<file path="src/rtl/axi_wr_4_scheduler.sv">
// axi_wr_4_scheduler
// Arbitration and sequencing controller for a 4-to-1 AXI write merger.
// Picks one of four per-port AW queues, offers it downstream, and records
// W-channel ownership in AW-accept order. It also keeps a per-port count of
// outstanding B responses and stops granting a port whose budget is used up.
//
// Parameters
//   MAXOUT   max outstanding (AW accepted, B not returned) per port, 1..255
//   OQDEPTH  entries in the W-ownership order queue, power of 2
//
// Configuration macro
//   AW_SCHED_PRIO_EN  port a gets strict priority; b..d rotate among themselves
//
// Ports
//   clk          clock
//   rst          synchronous active-high reset
//   req_valid    per-port AW FIFO not empty (bit0=a .. bit3=d)
//   awready      downstream AW ready
//   awvalid      downstream AW valid
//   awid         port tag 1..4 while offering, 0 otherwise
//   aw_sel       AW payload mux select (index of offered port)
//   aw_pop       one-hot pop pulse for the granted port's AW FIFO
//   w_beat_last  downstream wvalid && wready && wlast
//   w_sel        one-hot current W owner, 0 when the order queue is empty
//   b_done       downstream bvalid && bready
//   b_tag        bid accompanying b_done (1..4)
//   outstanding  {d,c,b,a} 8-bit outstanding counts
//   err_sticky   B underflow, bad b_tag, or wlast with no W owner
module axi_wr_4_scheduler #(
    parameter int unsigned MAXOUT  = 8,
    parameter int unsigned OQDEPTH = 4
) (
    input  logic        clk,
    input  logic        rst,
    input  logic [3:0]  req_valid,
    input  logic        awready,
    output logic        awvalid,
    output logic [2:0]  awid,
    output logic [1:0]  aw_sel,
    output logic [3:0]  aw_pop,
    input  logic        w_beat_last,
    output logic [3:0]  w_sel,
    input  logic        b_done,
    input  logic [2:0]  b_tag,
    output logic [31:0] outstanding,
    output logic        err_sticky
);

    localparam int unsigned OqAw = (OQDEPTH > 1) ? $clog2(OQDEPTH) : 1;
    localparam int unsigned OqCw = OqAw + 1;

    typedef enum logic [0:0] {StIdle, StOffer} state_e;

    state_e            state_q, state_d;
    logic [1:0]        sel_q, sel_d;
    logic [1:0]        rr_q, rr_d;
    logic [7:0]        cnt_q [4];
    logic [7:0]        cnt_d [4];
    logic [3:0]        oq_q [OQDEPTH];
    logic [OqAw-1:0]   oq_rd_q, oq_rd_d;
    logic [OqAw-1:0]   oq_wr_q, oq_wr_d;
    logic [OqCw-1:0]   oq_cnt_q, oq_cnt_d;
    logic              err_q, err_d;

    logic              oq_full;
    logic              oq_empty;
    logic              oq_push;
    logic              oq_pop;
    logic [3:0]        elig;
    logic [1:0]        winner;
    logic              tag_ok;
    logic [1:0]        b_idx;
    logic              b_ok;
    logic              b_err;

    // First set bit of req strictly after ptr, wrapping 3->0; ptr itself is
    // checked last. Only meaningful when req is non-zero.
    function automatic logic [1:0] rr_pick(input logic [3:0] req, input logic [1:0] ptr);
        logic [1:0] idx;
        rr_pick = ptr;
        for (int i = 4; i >= 1; i--) begin
            idx = ptr + 2'(i);
            if (req[idx]) begin
                rr_pick = idx;
            end
        end
    endfunction

    assign oq_empty = (oq_cnt_q == '0);
    assign oq_full  = (oq_cnt_q == OqCw'(OQDEPTH));

    always_comb begin
        for (int i = 0; i < 4; i++) begin
            elig[i] = req_valid[i] && (cnt_q[i] < 8'(MAXOUT)) && !oq_full;
        end
    end

`ifdef AW_SCHED_PRIO_EN
    // Port a preempts; b..d rotate using rr_q, which only b..d grants move.
    assign winner = elig[0] ? 2'd0 : rr_pick({elig[3:1], 1'b0}, rr_q);
`else
    assign winner = rr_pick(elig, rr_q);
`endif

    // Arbitration FSM: next state and AW-side outputs.
    always_comb begin
        state_d = state_q;
        sel_d   = sel_q;
        rr_d    = rr_q;
        awvalid = 1'b0;
        awid    = 3'd0;
        aw_sel  = 2'd0;
        aw_pop  = 4'b0000;
        oq_push = 1'b0;
        unique case (state_q)
            StIdle: begin
                if (|elig) begin
                    sel_d   = winner;
                    state_d = StOffer;
                end
            end
            StOffer: begin
                // Offer is registered, so awvalid never looks at awready.
                awvalid = 1'b1;
                awid    = {1'b0, sel_q} + 3'd1;
                aw_sel  = sel_q;
                if (awready) begin
                    aw_pop[sel_q] = 1'b1;
                    oq_push       = 1'b1;
                    state_d       = StIdle;
`ifdef AW_SCHED_PRIO_EN
                    if (sel_q != 2'd0) begin
                        rr_d = sel_q;
                    end
`else
                    rr_d = sel_q;
`endif
                end
            end
            default: state_d = StIdle;
        endcase
    end

    // Credit counters and error detection.
    assign tag_ok = (b_tag >= 3'd1) && (b_tag <= 3'd4);
    assign b_idx  = 2'(b_tag - 3'd1);
    assign b_ok   = b_done && tag_ok && (cnt_q[b_idx] != 8'd0);
    assign b_err  = b_done && !b_ok;

    always_comb begin
        for (int i = 0; i < 4; i++) begin
            cnt_d[i] = cnt_q[i];
            unique case ({oq_push && (sel_q == 2'(i)), b_ok && (b_idx == 2'(i))})
                2'b10:   cnt_d[i] = cnt_q[i] + 8'd1;
                2'b01:   cnt_d[i] = cnt_q[i] - 8'd1;
                default: cnt_d[i] = cnt_q[i];
            endcase
        end
    end

    // Order queue pointers; a wlast with nothing queued is dropped.
    assign oq_pop = w_beat_last && !oq_empty;

    always_comb begin
        oq_rd_d  = oq_rd_q;
        oq_wr_d  = oq_wr_q;
        oq_cnt_d = oq_cnt_q;
        if (oq_push) begin
            oq_wr_d = (oq_wr_q == OqAw'(OQDEPTH - 1)) ? '0 : oq_wr_q + 1'b1;
        end
        if (oq_pop) begin
            oq_rd_d = (oq_rd_q == OqAw'(OQDEPTH - 1)) ? '0 : oq_rd_q + 1'b1;
        end
        unique case ({oq_push, oq_pop})
            2'b10:   oq_cnt_d = oq_cnt_q + 1'b1;
            2'b01:   oq_cnt_d = oq_cnt_q - 1'b1;
            default: oq_cnt_d = oq_cnt_q;
        endcase
    end

    assign err_d = err_q || b_err || (w_beat_last && oq_empty);

    always_ff @(posedge clk) begin
        if (rst) begin
            state_q  <= StIdle;
            sel_q    <= 2'd0;
            rr_q     <= 2'd3;
            oq_rd_q  <= '0;
            oq_wr_q  <= '0;
            oq_cnt_q <= '0;
            err_q    <= 1'b0;
            for (int i = 0; i < 4; i++) begin
                cnt_q[i] <= 8'd0;
            end
        end else begin
            state_q  <= state_d;
            sel_q    <= sel_d;
            rr_q     <= rr_d;
            oq_rd_q  <= oq_rd_d;
            oq_wr_q  <= oq_wr_d;
            oq_cnt_q <= oq_cnt_d;
            err_q    <= err_d;
            for (int i = 0; i < 4; i++) begin
                cnt_q[i] <= cnt_d[i];
            end
        end
    end

    // Queue storage needs no reset: w_sel masks it while the queue is empty.
    always_ff @(posedge clk) begin
        if (oq_push) begin
            oq_q[oq_wr_q] <= 4'b0001 << sel_q;
        end
    end

    assign w_sel       = oq_empty ? 4'b0000 : oq_q[oq_rd_q];
    assign outstanding = {cnt_q[3], cnt_q[2], cnt_q[1], cnt_q[0]};
    assign err_sticky  = err_q;

endmodule

</file>
<file path="config.mk">
export PLATFORM = sky130hd
export DESIGN_NAME = axi_wr_4_scheduler
export DESIGN_NICKNAME = d
export VERILOG_FILES = /design/src/rtl/axi_wr_4_scheduler.sv
export SDC_FILE = /design/constraint.sdc
export NUM_CORES = 1
export LEC_CHECK = 0
export ABC_AREA = 1
export BUFFER_PORTS_ARGS = -buffer_cell sky130_fd_sc_hd__buf_4
export CAP_MARGIN = 0
export CORE_MARGIN = 4
export CORE_UTILIZATION = 33
export CTS_CLUSTER_SIZE = 14
export DETAILED_ROUTE_END_ITERATION = 8
export PLACE_DENSITY = 0.51
export SYNTH_ARGS = -nofsm -noshare
export SYNTH_HDL_FRONTEND = slang
export SYNTH_SLANG_ARGS = --single-unit
</file>
<file path="constraint.sdc">
create_clock -name clk -period 2.8 [get_ports clk]
set_clock_uncertainty 0.05 [all_clocks]
set_input_delay 0.56 -clock clk [delete_from_list [all_inputs] [get_ports clk]]
set_output_delay 0.56 -clock clk [all_outputs]
set_load 0.02 [all_outputs]
</file>
==> run_results.csv <==
group,metric,value,unit
run_status,outcome,"complete, no violations",
floorplan,die_area,14600,um2
power,power_density,663,nW/um2
routing,drt_drc_violations_left,0,
routing,drt_wl_total,11200,um
clock_network,clk_pin_slew,50,ps
sta,fin_crit_sh,0.965,
sta,final.setup.tns,0,ps
finish,antennaDiodeCount,0,
sta,tightestPinTransition,632,ps
setup_path,r2r_slack,100,ps
yosys,synth_edf_count,16,
floorplan,ioPinCount,59,
yosys,yosysMostFrequentCell,"inv_1",
clock_network,hold_buffers,0,
setup_path,worstReg2RegStart,"cnt_q[0][6]",
routing,firstDrtPassIters,4,
yosys,synthTopCellsByArea,"dfxtp_1 (22%), ha_1 (13%), edfxtp_1 (11%)",
floorplan,coreArea,12200,um2
place,post-place-ws,-363,ps
sta,rsz0062_at_grt,"true",
yosys,synthTopCellsByCount,"inv_1 (93), nor2_1 (71), nand2_1 (64)",
floorplan,dieHeight,121,um
global_routing,grt_pass1_wl,18400,um
place,dpl.cell_count,824,
finish,layout.nets,731,
global_routing,antenna_found_initial,0,
finish,drive_gt1_frac,0.302,
setup_path,cp.arrival,2920,ps
global_routing,grt_pass1_vias,3776,
sta,timing.hold.ws,436,ps
routing,wl_per_cell,13.3,um
setup_path,reg2reg_to,"cnt_q[1][7]",
floorplan,die_w,121,um
yosys,synth_cell_types,34,
yosys,synth_nets,609,
yosys,synth_area,4190,um2
sta,slew_headroom,0.578,
routing,ant_nets,0,
global_routing,grt.total_usage,0.159,
place,port_buffers,58,
sta,min_period,2700,ps
routing,via_per_inst,4.62,
global_routing,grt_max_degree,29,
run,cap_violations,0,
routing,num_vias,3902,
yosys,synth_largest_area_cell,"dfxtp_1",
setup_path,critical_path.endpoint,"cnt_q[1][7]",
place,dp_hpwl,8350,um
floorplan,rows,40,
floorplan,start_util,0.343,
routing,drtIter0Drc,221,
sta,setup_viol_count_final,0,
yosys,synthArstFlopShare,0,
setup_path,required,3020,ps
setup_path,startpoint,"cnt_q[0][6]",
place,gp_congestion,0.855,
clock_network,clk-insertion-delay-late,340,ps
finish,final_core_util,0.484,
sta,max_clock_freq,370,MHz
sta,maxSlewViolCount,0,
yosys,post_synth.cell_area_avg,7.63,um2
yosys,synth-main-ff-cell,"dfxtp_1",
yosys,synth_top_area_share,0.225,
hold_path,hold_path.class,"reg -> reg",
clock_network,clk_path_buf_depth,2,
setup_path,cp_max_fo,5,
power,power_leakage,2.97,nW
yosys,ys_ff_latch,63,
finish,syn_to_final_growth,41.2,%
yosys,yosysWarnings,0,
yosys,synth_sequential_area_ratio,0.339,
setup_path,cp-start-kind,"flop",
clock_network,cts_tree,"built",
finish,layout.cells.non_filler,844,
clock_network,cts-root-buf,"clkbuf_16",
setup_path,end_kind,"flop",
clock_network,cts_sinks,63,
yosys,synthCells,549,
sta,worst_slack,97.4,ps
power,ir_drop,0.000301,V
sta,hold_viol_final,0,
clock_network,htreeDepth,3,
clock_network,cts_made_buffers,9,
setup_path,worst-r2r-cell-count,17,
setup_path,critPathKind,"reg -> reg",
global_routing,grt.overflow.total,0,
-- registers in the layout (all words and copies together) (netlist names), 2 cells and up, named ones only --
name	cells
oq_rd_q	2
oq_wr_q	2
sel_q	2
oq_q	16
oq_cnt_q	3
rr_q	2
cnt_q	32
-- worst min-delay path by stage --
stage	to	cells after the start	start	slack [ps]
final	oq_cnt_q[0]	1	oq_cnt_q[0]	440
after global routing	oq_cnt_q[0]	1	oq_cnt_q[0]	460
after CTS	oq_cnt_q[0]	1	oq_cnt_q[0]	440
after detailed placement	oq_cnt_q[0]	1	oq_cnt_q[0]	430
after global placement	oq_cnt_q[0]	1	oq_cnt_q[0]	430
after floorplan	oq_cnt_q[0]	1	oq_cnt_q[0]	400
-- logic make-up (layout without fill, tap and decap cells) --
kind of cell / count (synthesis) / after routing / synth area share
buffers and inverters: 109 / 236 / 0.105
AO/OA/AOI/OAI: 119 / 119 / 0.151
XOR/XNOR: 27 / 27 / 0.0565
flip-flops: 63 / 63 / 0.339
adder cells (fa/ha/maj): 48 / 48 / 0.152
AND/OR/NAND/NOR: 183 / 183 / 0.196
-- critical path, stage by stage, from the launching register on --
cell	delay, ps
dfxtp_2	320
inv_2	50
nand2_2	60
nor3_2	190
nand3_1	130
o211ai_1	130
nand2_1	120
nand2_4	130
nor2_4	50
ha_4	170
buf_4	130
buf_4	160
ha_4	290
a21oi_1	90
o221ai_2	200
xor2_1	170
nand2_1	70
a21oi_1	110
-- timing repair --
item,4_1_cts,5_1_grt
resized for setup,2,51
setup endpoints to repair,7,20
buffers inserted,0,4
hold endpoints to repair,0,0
pin swaps,0,16
-- cell type report --
cell class / count / area [um2]
fill: 1229 / 6300
multi-input combinational: 377 / 2670
sequential: 63 / 1420
timing repair buffer: 123 / 927
inverter: 97 / 377
clock buffer: 11 / 233
tap: 168 / 210
clock inverter: 5 / 73.8
-- metrics by stage --
stage                     instance area, um2  power (mW)
after global placement                  5250        2.64
final                                   5910        3.92
after detailed placement                5250        2.66
after floorplan                         4210        2.10
after global routing                    5910        4.20
after CTS                               5570        3.88
-- where the power goes --
part	switching, mW	internal [mW]	leakage, nW
registers	0.147	1.08	0.531
clock network	0.418	0.773	0.151
logic	0.854	0.645	2.28
-- metal layers --
layer,track usage,wire [um],part of all wire,up-vias
met4,0.0467,216,0.019,0
met3,0.0468,404,0.036,16
met2,0.262,5400,0.48,67
li1,-,-,-,2045
met5,0,0,0,-
met1,0.201,5230,0.46,1774
-- layout by cell type, fill, tap and decap left out, types with 2 or more instances in the layout --
cell,count
a21oi_1,49
o21ai_1,7
nand4_2,3
edfxtp_1,16
clkinv_2,2
nand3_1,17
nor3_1,3
nand4_1,9
nand3_2,5
nor2_1,67
xor2_1,21
inv_2,6
nand2_2,2
nor3_2,3
inv_1,90
ha_1,23
fa_2,3
ha_4,19
o211ai_1,5
nand2_1,61
o21ai_2,3
clkbuf_1,2
a21oi_2,7
buf_4,122
dfxtp_2,2
bufinv_16,2
o21ai_0,43
fa_1,2
nor2_2,8
clkbuf_16,9
xnor2_1,6
dfxtp_1,45
No activity file was read; power rests on OpenSTA's default activity.
